### config.mk
export PLATFORM = sky130hd
export DESIGN_NAME = seq_detect_ctrl
export DESIGN_NICKNAME = d
export VERILOG_FILES = /design/src/rtl/seq_detect_ctrl.sv
export SDC_FILE = /design/constraint.sdc
export NUM_CORES = 1
export LEC_CHECK = 0
export BUFFER_PORTS_ARGS = -buffer_cell sky130_fd_sc_hd__buf_2
export CAP_MARGIN = 20
export CORE_UTILIZATION = 55
export DETAILED_ROUTE_END_ITERATION = 6
export PLACE_DENSITY = 0.81
export SYNTH_ARGS = -nofsm -noshare
export SYNTH_HDL_FRONTEND = slang
export SYNTH_SLANG_ARGS = --single-unit
### constraint.sdc
create_clock -name clk -period 4.2 [get_ports clk]
set_input_delay 0.63 -clock clk [delete_from_list [all_inputs] [get_ports clk]]
set_output_delay 0.63 -clock clk [all_outputs]
set_load 0.05 [all_outputs]
### src/rtl/seq_detect_ctrl.sv
// Serial pattern scanner with IDLE/ARMED/DONE control, valid/ready event output,
// sticky overflow flag and optional match counter (macro SEQ_DETECT_CTRL_COUNT_EN).
module seq_detect_ctrl #(
  parameter int CNT_W = 8
) (
  input  logic             clk,
  input  logic             reset_n,
  input  logic             cfg_we,
  input  logic [7:0]       cfg_pattern,
  input  logic [3:0]       cfg_len,
  input  logic             cfg_overlap,
  input  logic             cfg_oneshot,
  input  logic             start,
  input  logic             stop,
  input  logic             seq_valid,
  input  logic             seq_in,
  output logic             busy,
  output logic             det_valid,
  input  logic             det_ready,
  output logic             det_ovf,
  output logic [CNT_W-1:0] det_count,
  output logic [1:0]       dbg_state
);

  // Event handshake: an event is held on det_valid until a cycle with
  // det_valid && det_ready; a match in that same cycle keeps det_valid high.
  typedef enum logic [1:0] {
    S_IDLE  = 2'd0,
    S_ARMED = 2'd1,
    S_DONE  = 2'd2
  } state_t;

  state_t     state, state_nxt;
  logic [7:0] pat_q;
  logic [3:0] len_q;
  logic       ovl_q, one_q;
  logic [7:0] hist_q;
  logic [3:0] fill_q;
  logic [7:0] hist_upd;
  logic [7:0] mask;
  logic [3:0] fill_upd;
  logic [3:0] len_clamped;
  logic       arm;
  logic       match;

  always_comb begin
    len_clamped = cfg_len;
    if (cfg_len == 4'd0)      len_clamped = 4'd1;
    else if (cfg_len > 4'd8)  len_clamped = 4'd8;
  end

  always_comb begin
    mask = '0;
    for (int i = 0; i < 8; i++) mask[i] = (4'(i) < len_q);
  end

  // Match is judged on the history/fill values as they will be after this bit.
  assign hist_upd = {hist_q[6:0], seq_in};
  assign fill_upd = (fill_q >= len_q) ? len_q : fill_q + 4'd1;
  assign match    = (state == S_ARMED) && seq_valid && (fill_upd == len_q) &&
                    (((hist_upd ^ pat_q) & mask) == 8'h00);
  assign arm      = start && !stop && (state != S_ARMED);

  always_comb begin
    state_nxt = state;
    case (state)
      S_IDLE:  if (arm) state_nxt = S_ARMED;
      S_ARMED: begin
        if (stop)                state_nxt = S_IDLE;
        else if (match && one_q) state_nxt = S_DONE;
      end
      S_DONE: begin
        if (stop)       state_nxt = S_IDLE;
        else if (start) state_nxt = S_ARMED;
      end
      default: state_nxt = S_IDLE;
    endcase
  end

  always_ff @(posedge clk or negedge reset_n) begin
    if (!reset_n) state <= S_IDLE;
    else          state <= state_nxt;
  end

  always_ff @(posedge clk or negedge reset_n) begin
    if (!reset_n) begin
      pat_q <= 8'h00;
      len_q <= 4'd1;
      ovl_q <= 1'b0;
      one_q <= 1'b0;
    end else if (state == S_IDLE && cfg_we) begin
      pat_q <= cfg_pattern;
      len_q <= len_clamped;
      ovl_q <= cfg_overlap;
      one_q <= cfg_oneshot;
    end
  end

  always_ff @(posedge clk or negedge reset_n) begin
    if (!reset_n) begin
      hist_q <= 8'h00;
      fill_q <= 4'd0;
    end else if (arm) begin
      hist_q <= 8'h00;
      fill_q <= 4'd0;
    end else if (state == S_ARMED && seq_valid) begin
      if (match && !ovl_q) begin
        hist_q <= 8'h00;
        fill_q <= 4'd0;
      end else begin
        hist_q <= hist_upd;
        fill_q <= fill_upd;
      end
    end
  end

  always_ff @(posedge clk or negedge reset_n) begin
    if (!reset_n) begin
      det_valid <= 1'b0;
      det_ovf   <= 1'b0;
    end else if (arm) begin
      det_valid <= 1'b0;
      det_ovf   <= 1'b0;
    end else if (match) begin
      det_valid <= 1'b1;
      if (det_valid && !det_ready) det_ovf <= 1'b1;
    end else if (det_valid && det_ready) begin
      det_valid <= 1'b0;
    end
  end

`ifdef SEQ_DETECT_CTRL_COUNT_EN
  logic [CNT_W-1:0] count_q;

  always_ff @(posedge clk or negedge reset_n) begin
    if (!reset_n)                   count_q <= '0;
    else if (arm)                   count_q <= '0;
    else if (match && !(&count_q))  count_q <= count_q + 1'b1;
  end

  assign det_count = count_q;
`else
  assign det_count = '0;
`endif

  assign busy      = (state == S_ARMED);
  assign dbg_state = state;

endmodule
# After elaboration in Yosys (flattened, before gate mapping)
# Cells that the tools add are included.
[totals]
ff_bits = 29
inputBits = 22
out_inout_bits = 13
word_cells = 72
[classes]
n_addsub = 1
order_cmp = 10
eq_ne = 7
muxes = 21
n_bitwise = 2
reduce_logical = 22
[op_table]
columns = ["cell", "n"]
rows = [
  ["$mux W4", 6],
  ["$mux W7", 3],
  ["$lt A3 B4 Y1 const A", 4],
  ["$logic_and A1 B1 Y1", 10],
  ["$mux W2", 5],
  ["$and A8 B8 Y8", 1],
  ["$logic_not A8 Y1", 1],
  ["$lt A1 B4 Y1 const A", 2],
  ["$lt A2 B4 Y1 const A", 2],
  ["$xor A8 B8 Y8", 1],
  ["$mux W1", 6],
  ["$pmux W2 S3", 1],
  ["$reduce_bool A2 Y1", 3],
  ["$add A4 B1 Y4 const B", 1],
  ["$eq A4 B4 Y1", 1],
  ["$ge A4 B4 Y1", 1],
  ["$gt A4 B4 Y1 const B", 1],
  ["$logic_not A4 Y1", 1],
  ["$logic_not A1 Y1", 3],
  ["$ne A3 B2 Y1 const B", 1],
  ["$ne A3 B3 Y1 const B", 1],
  ["$reduce_and A3 Y1", 1],
  ["$reduce_bool A3 Y1", 1],
  ["$eq A2 B1 Y1 const B", 1],
  ["other kinds (5)", 5],
]

# Depth between registers and ports, before layout
[depth]
depth_word = 9
depth_mapped = 10
depth_no_buf = 9

# Least setup slack after synthesis
# Ideal clock, no wire load.
[synth_path]
path_type = "register -> register"
from = "register state[0] (netlist: dbg_state[0])"
to = "register fill_q[3]"
arrival_time_ns = 2.451
t_required_ns = 4.134
setup_slack_ns = 1.683
path_stages_with_launch = 7
period_less_slack_ns = 2.517
cell_sequence = "dfrtp_1 -> inv_1 -> nor2_1 -> nor3b_1 -> a21oi_1 -> a31o_1 -> a22o_1"
[synth_via]
elab_chain_cells = 8
elab_cells_between_ends = 11
[synth_lines]
columns = ["element", "line", "text"]
rows = [
  ["start: declaration", "33", "state_t state, state_nxt;"],
  ["start signal: assignment", "82", "else state <= state_nxt;"],
  ["$eq A2 B1 Y1 *", "--", ""],
  ["net busy", "17", "output logic busy,"],
  ["$logic_and A1 B1 Y1 *", "60, 106", ""],
  ["$logic_and A1 B1 Y1 (2 in series)", "60", "assign match = (state == S_ARMED) && seq_valid && (fill_upd == len_q) &&"],
  ["$logic_and A1 B1 Y1", "107", "if (match && !ovl_q) begin"],
  ["$mux W4", "107", ""],
  ["$mux W4", "106", "end else if (state == S_ARMED && seq_valid) begin"],
  ["$mux W4", "103", "end else if (arm) begin"],
  ["end signal: assignment", "112", "fill_q <= fill_upd;"],
  ["end: declaration", "38", "logic [3:0] fill_q;"],
]
# Mark *: on every way through the listed nets, which the timed path passes. The rest lies on a longest branch. The select of a mux whose other input is x is not followed.
# A chain may end at the register's enable or synchronous reset.

# Worst setup path in the final report
[layout_path]
from = "register len_q[0]"
to = "register fill_q[3]"
[layout_via]
elab_chain_cells = 9
elab_cells_between_ends = 19
[layout_lines]
columns = ["element", "line", "text"]
rows = [
  ["start: declaration", "35", "logic [3:0] len_q;"],
  ["start signal: assignment", "93", "len_q <= len_clamped;"],
  ["$ge A4 B4 Y1", "59", "assign fill_upd = (fill_q >= len_q) ? len_q : fill_q + 4'd1;"],
  ["$mux W4", "59", ""],
  ["$eq A4 B4 Y1", "60", ""],
  ["$logic_and A1 B1 Y1 (2 in series)", "60", ""],
  ["$logic_and A1 B1 Y1", "107", ""],
  ["$mux W4 *", "107", ""],
  ["$mux W4 *", "106", ""],
  ["$mux W4 *", "103", ""],
]
# Mark *: on every way between the ends. The rest lies on a longest branch, timed or not. The select of a mux whose other input is x is not followed.

==> metrics.txt <==
# TYPE chip_impl_metric gauge
chip_impl_info{name="run_status",value="complete, no violations"} 1
chip_impl_metric{name="fp.coreArea",unit="µm²"} 2760
chip_impl_metric{name="footprint_of_the_multi_input_gates",unit="µm²"} 821
chip_impl_info{name="clock_tree.root_cell",value="clkbuf_4"} 1
chip_impl_info{name="source_of_the_worst_register_to_register_timing_path",value="len_q[0]"} 1
chip_impl_metric{name="required",unit="ns"} 4.46
chip_impl_metric{name="post_cts_buffers",unit=""} 0
chip_impl_metric{name="ff2ff_path_depth",unit=""} 8
chip_impl_metric{name="io_pins",unit=""} 35
chip_impl_metric{name="setup_viol",unit=""} 0
chip_impl_info{name="worstHoldPathType",value="in2async"} 1
chip_impl_metric{name="grt-ovfl-total",unit=""} 0
chip_impl_metric{name="ctsResizeCount",unit=""} 0
chip_impl_metric{name="final.setup.tns",unit="ns"} 0
chip_impl_metric{name="arrival",unit="ns"} 3.03
chip_impl_metric{name="final.setup.worst_slack",unit="ns"} 1.43
chip_impl_metric{name="power.ir.vdd_worst",unit="µV"} 316
chip_impl_info{name="setup.worst_path.start_class",value="register"} 1
chip_impl_metric{name="grt_pass1_wl",unit="mm"} 5.66
chip_impl_info{name="layout_common_cells",value="dfrtp_1, buf_2, nor2_1, mux2_2, xor2_1"} 1
chip_impl_metric{name="layout-drive-gt1-share",unit="%"} 28.5
chip_impl_metric{name="initial_utilization",unit="%"} 58.4
chip_impl_metric{name="slew_headroom",unit="%"} 31.0
chip_impl_metric{name="max-clock-path-buffers",unit=""} 2
chip_impl_metric{name="die-height",unit="µm"} 56.1
chip_impl_metric{name="timing.max_cap.violations",unit=""} 0
chip_impl_metric{name="floorplan.die.width",unit="µm"} 56.1
chip_impl_metric{name="place_worst_setup_slack",unit="ns"} 1.51
chip_impl_metric{name="yosysUniqueCellTypes",unit=""} 41
chip_impl_info{name="worstSetupStartpoint",value="len_q[0]"} 1
chip_impl_metric{name="dp.final_hpwl",unit="mm"} 2.36
chip_impl_metric{name="drc",unit=""} 0
chip_impl_metric{name="final_clock_period_utilization_by_the_worst_path",unit="%"} 65.9
chip_impl_info{name="worstSetupEndpoint",value="fill_q[3]"} 1
chip_impl_metric{name="synthDominantCellAreaShare",unit="%"} 43.5
chip_impl_info{name="critical_path.reg2reg.endpoint",value="fill_q[3]"} 1
chip_impl_metric{name="portBuffers",unit=""} 26
chip_impl_metric{name="via_count",unit=""} 1252
chip_impl_metric{name="worst_slew_pin_slew",unit="ns"} 1.03
chip_impl_metric{name="cp_slowest_stage_delay",unit="ns"} 0.74
chip_impl_metric{name="post_synth.cell_area_avg",unit="µm²"} 10.4
chip_impl_metric{name="worst_reg_to_reg_setup_slack",unit="ns"} 1.43
chip_impl_metric{name="rows",unit=""} 19
chip_impl_metric{name="static-leakage-power",unit="nW"} 0.878
chip_impl_metric{name="gp_congestion",unit=""} 0.871
chip_impl_metric{name="wl_per_cell",unit="µm"} 15.2
chip_impl_metric{name="floorplan.die_area",unit="µm²"} 3150
chip_impl_metric{name="diodes",unit=""} 0
chip_impl_metric{name="synth-seq-area-share",unit="%"} 45.1
chip_impl_metric{name="drt-pass1-iter-count",unit=""} 4
chip_impl_metric{name="antenna_violations_before_repair",unit=""} 0
chip_impl_metric{name="grt_max_degree",unit=""} 30
chip_impl_metric{name="synth-warning-count",unit=""} 0
chip_impl_metric{name="clkSinkCount",unit=""} 29
chip_impl_info{name="endpoint_kind",value="register"} 1
chip_impl_metric{name="skew",unit="ns"} 0.00547
chip_impl_metric{name="register_bit_count_reported_by_yosys",unit=""} 29
chip_impl_metric{name="n_fill_cell",unit=""} 219
chip_impl_metric{name="ant_nets",unit=""} 0
chip_impl_metric{name="routed_via_density",unit=""} 5.77
chip_impl_info{name="path_cells",value="ha_1 -> nand2b_1 -> a21o_1 -> a211o_1 -> o2bb2ai_1 -> a31oi_1 -> a31o_1 -> a22o_1"} 1
chip_impl_metric{name="synthCells",unit=""} 155
chip_impl_metric{name="route.final.wire_length",unit="mm"} 3.31
chip_impl_info{name="cts_tree",value="built"} 1
chip_impl_info{name="synthDominantAreaCellType",value="dfrtp_1"} 1
chip_impl_info{name="slowest_stage",value="a31oi_1"} 1
chip_impl_metric{name="power_density",unit="nW/µm²"} 438
chip_impl_metric{name="register_area",unit="µm²"} 727
chip_impl_metric{name="final_period_minus_worst_setup_slack",unit="ns"} 2.77
chip_impl_metric{name="synthToLayoutAreaGrowth",unit="%"} 12.2
chip_impl_info{name="biggest_area_contributors_in_the_synthesized_netlist",value="dfrtp_1, mux2_2, xor2_1"} 1
chip_impl_metric{name="numCtsBuffers",unit=""} 5
chip_impl_metric{name="drt_initial_violations",unit=""} 47
chip_impl_info{name="layout_commonest_cell",value="dfrtp_1"} 1
chip_impl_metric{name="clk-insertion-delay-late",unit="ns"} 0.32
chip_impl_metric{name="layout.nets",unit=""} 212
chip_impl_metric{name="fmax",unit="MHz"} 361
chip_impl_metric{name="ctsHoldBuffers",unit=""} 0
chip_impl_info{name="rsz0062_at_grt",value="no"} 1
chip_impl_info{name="setup.worst_path.class",value="reg2reg"} 1
chip_impl_metric{name="groute.usage.overall",unit="%"} 23.2
chip_impl_metric{name="critical_path_peak_fanout",unit=""} 12
chip_impl_metric{name="cts.htree.levels",unit=""} 2
chip_impl_metric{name="slew_viol_final",unit=""} 0
chip_impl_metric{name="report.final.hold_viol_count",unit=""} 0
chip_impl_metric{name="grt_pass1_vias",unit=""} 1249
chip_impl_metric{name="post_synth_instance_area",unit="µm²"} 1610
chip_impl_metric{name="clk_pin_slew_worst_paths",unit="ns"} 0.10
where the power goes:
group          internal, mW  total, mW  switching (mW)
clock network        0.0631      0.165           0.102
registers             0.317      0.362          0.0449
logic                 0.117      0.265           0.148
total                 0.497      0.792           0.294
area by class of cell:
cell class	instances	area share [%]
multi-input combinational	116	45.4
sequential	29	40.2
timing repair buffer	27	7.96
tap	31	2.15
clock buffer	5	2.08
inverter	6	1.25
clock inverter	3	0.969
cells in the mapped netlist:
master / instances
a2111oi_2: 1
a211o_1: 1
a21o_1: 1
a21oi_1: 8
a221oi_1: 1
a22o_1: 7
a22oi_1: 3
a311o_1: 1
a31o_1: 1
a31o_2: 1
a31oi_1: 2
and3b_1: 1
buf_2: 1
buf_4: 8
clkbuf_1: 2
conb_1: 1
dfrtp_1: 28
dfstp_2: 1
ha_1: 5
inv_1: 6
mux2_2: 11
mux2i_1: 1
nand2_1: 9
nand2_2: 1
nand2b_1: 3
nand3_1: 1
nand3b_1: 3
nor2_1: 12
nor2b_1: 2
nor3_1: 1
nor3b_1: 3
o211ai_1: 2
o21ai_0: 6
o21ai_1: 2
o22ai_1: 1
o2bb2ai_1: 1
o31ai_1: 1
or2_2: 2
or4b_1: 1
xnor2_1: 2
xor2_1: 10
worst max-delay path, delay by kind of cell, from the launching register on:
| kind | cells | cell delay, ns |
|---|---|---|
| compound gates | 6 | 1.72 |
| flops | 1 | 0.61 |
| fa+ha+maj | 1 | 0.24 |
| simple gates | 1 | 0.13 |
flip-flops by register name, summed over array words and instances (netlist names):
signal / flops
one_q: 1
dbg_state: 2
pat_q: 8
ovl_q: 1
det_valid: 1
det_ovf: 1
len_q: 4
hist_q: 7
fill_q: 4
worst min path at each step:
stage	cells after the start	startpoint	end	slack, ns
6_report	1	reset_n	len_q[2]	0.33
5_1_grt	1	reset_n	dbg_state[1]	0.37
3_5_place_dp	2	det_ovf	det_ovf	0.50
2_1_floorplan	0	reset_n	dbg_state[0]	0.33
3_3_place_gp	2	det_ovf	det_ovf	0.49
4_1_cts	1	reset_n	det_valid	0.35
routing by layer:
layer	routed length [µm]	part of all wire, %	vias up	global-route usage, %
li1	-	-	598	-
met1	1490	45	609	31.1
met2	1650	50	43	37.9
met3	151	4.6	2	4.19
met4	21	0.64	0	8.01
met5	0	0	-	0
metrics by stage:
step	total power, mW	instance area, µm²	util, %	hold slack (ns)	std cells
after global routing	0.843	1810	65.6	0.371	217
final	0.792	1810	65.6	0.331	217
after floorplan	0.566	1640	-	0.334	162
after detailed placement	0.625	1740	63.1	0.500	208
after global placement	0.618	1740	63.1	0.490	208
after CTS	0.789	1790	65.1	0.345	216
logic make-up after synthesis:
group / count (synthesis) / share of synthesized area [%]
mux: 12 / 8.31
xor+xnor: 12 / 6.52
simple gates: 39 / 12.6
buf+inv: 17 / 5.90
other cells: 1 / 0.233
flops: 29 / 45.1
compound gates: 40 / 17.5
fa+ha+maj: 5 / 3.88
No activity file was read; power rests on OpenSTA's default activity.
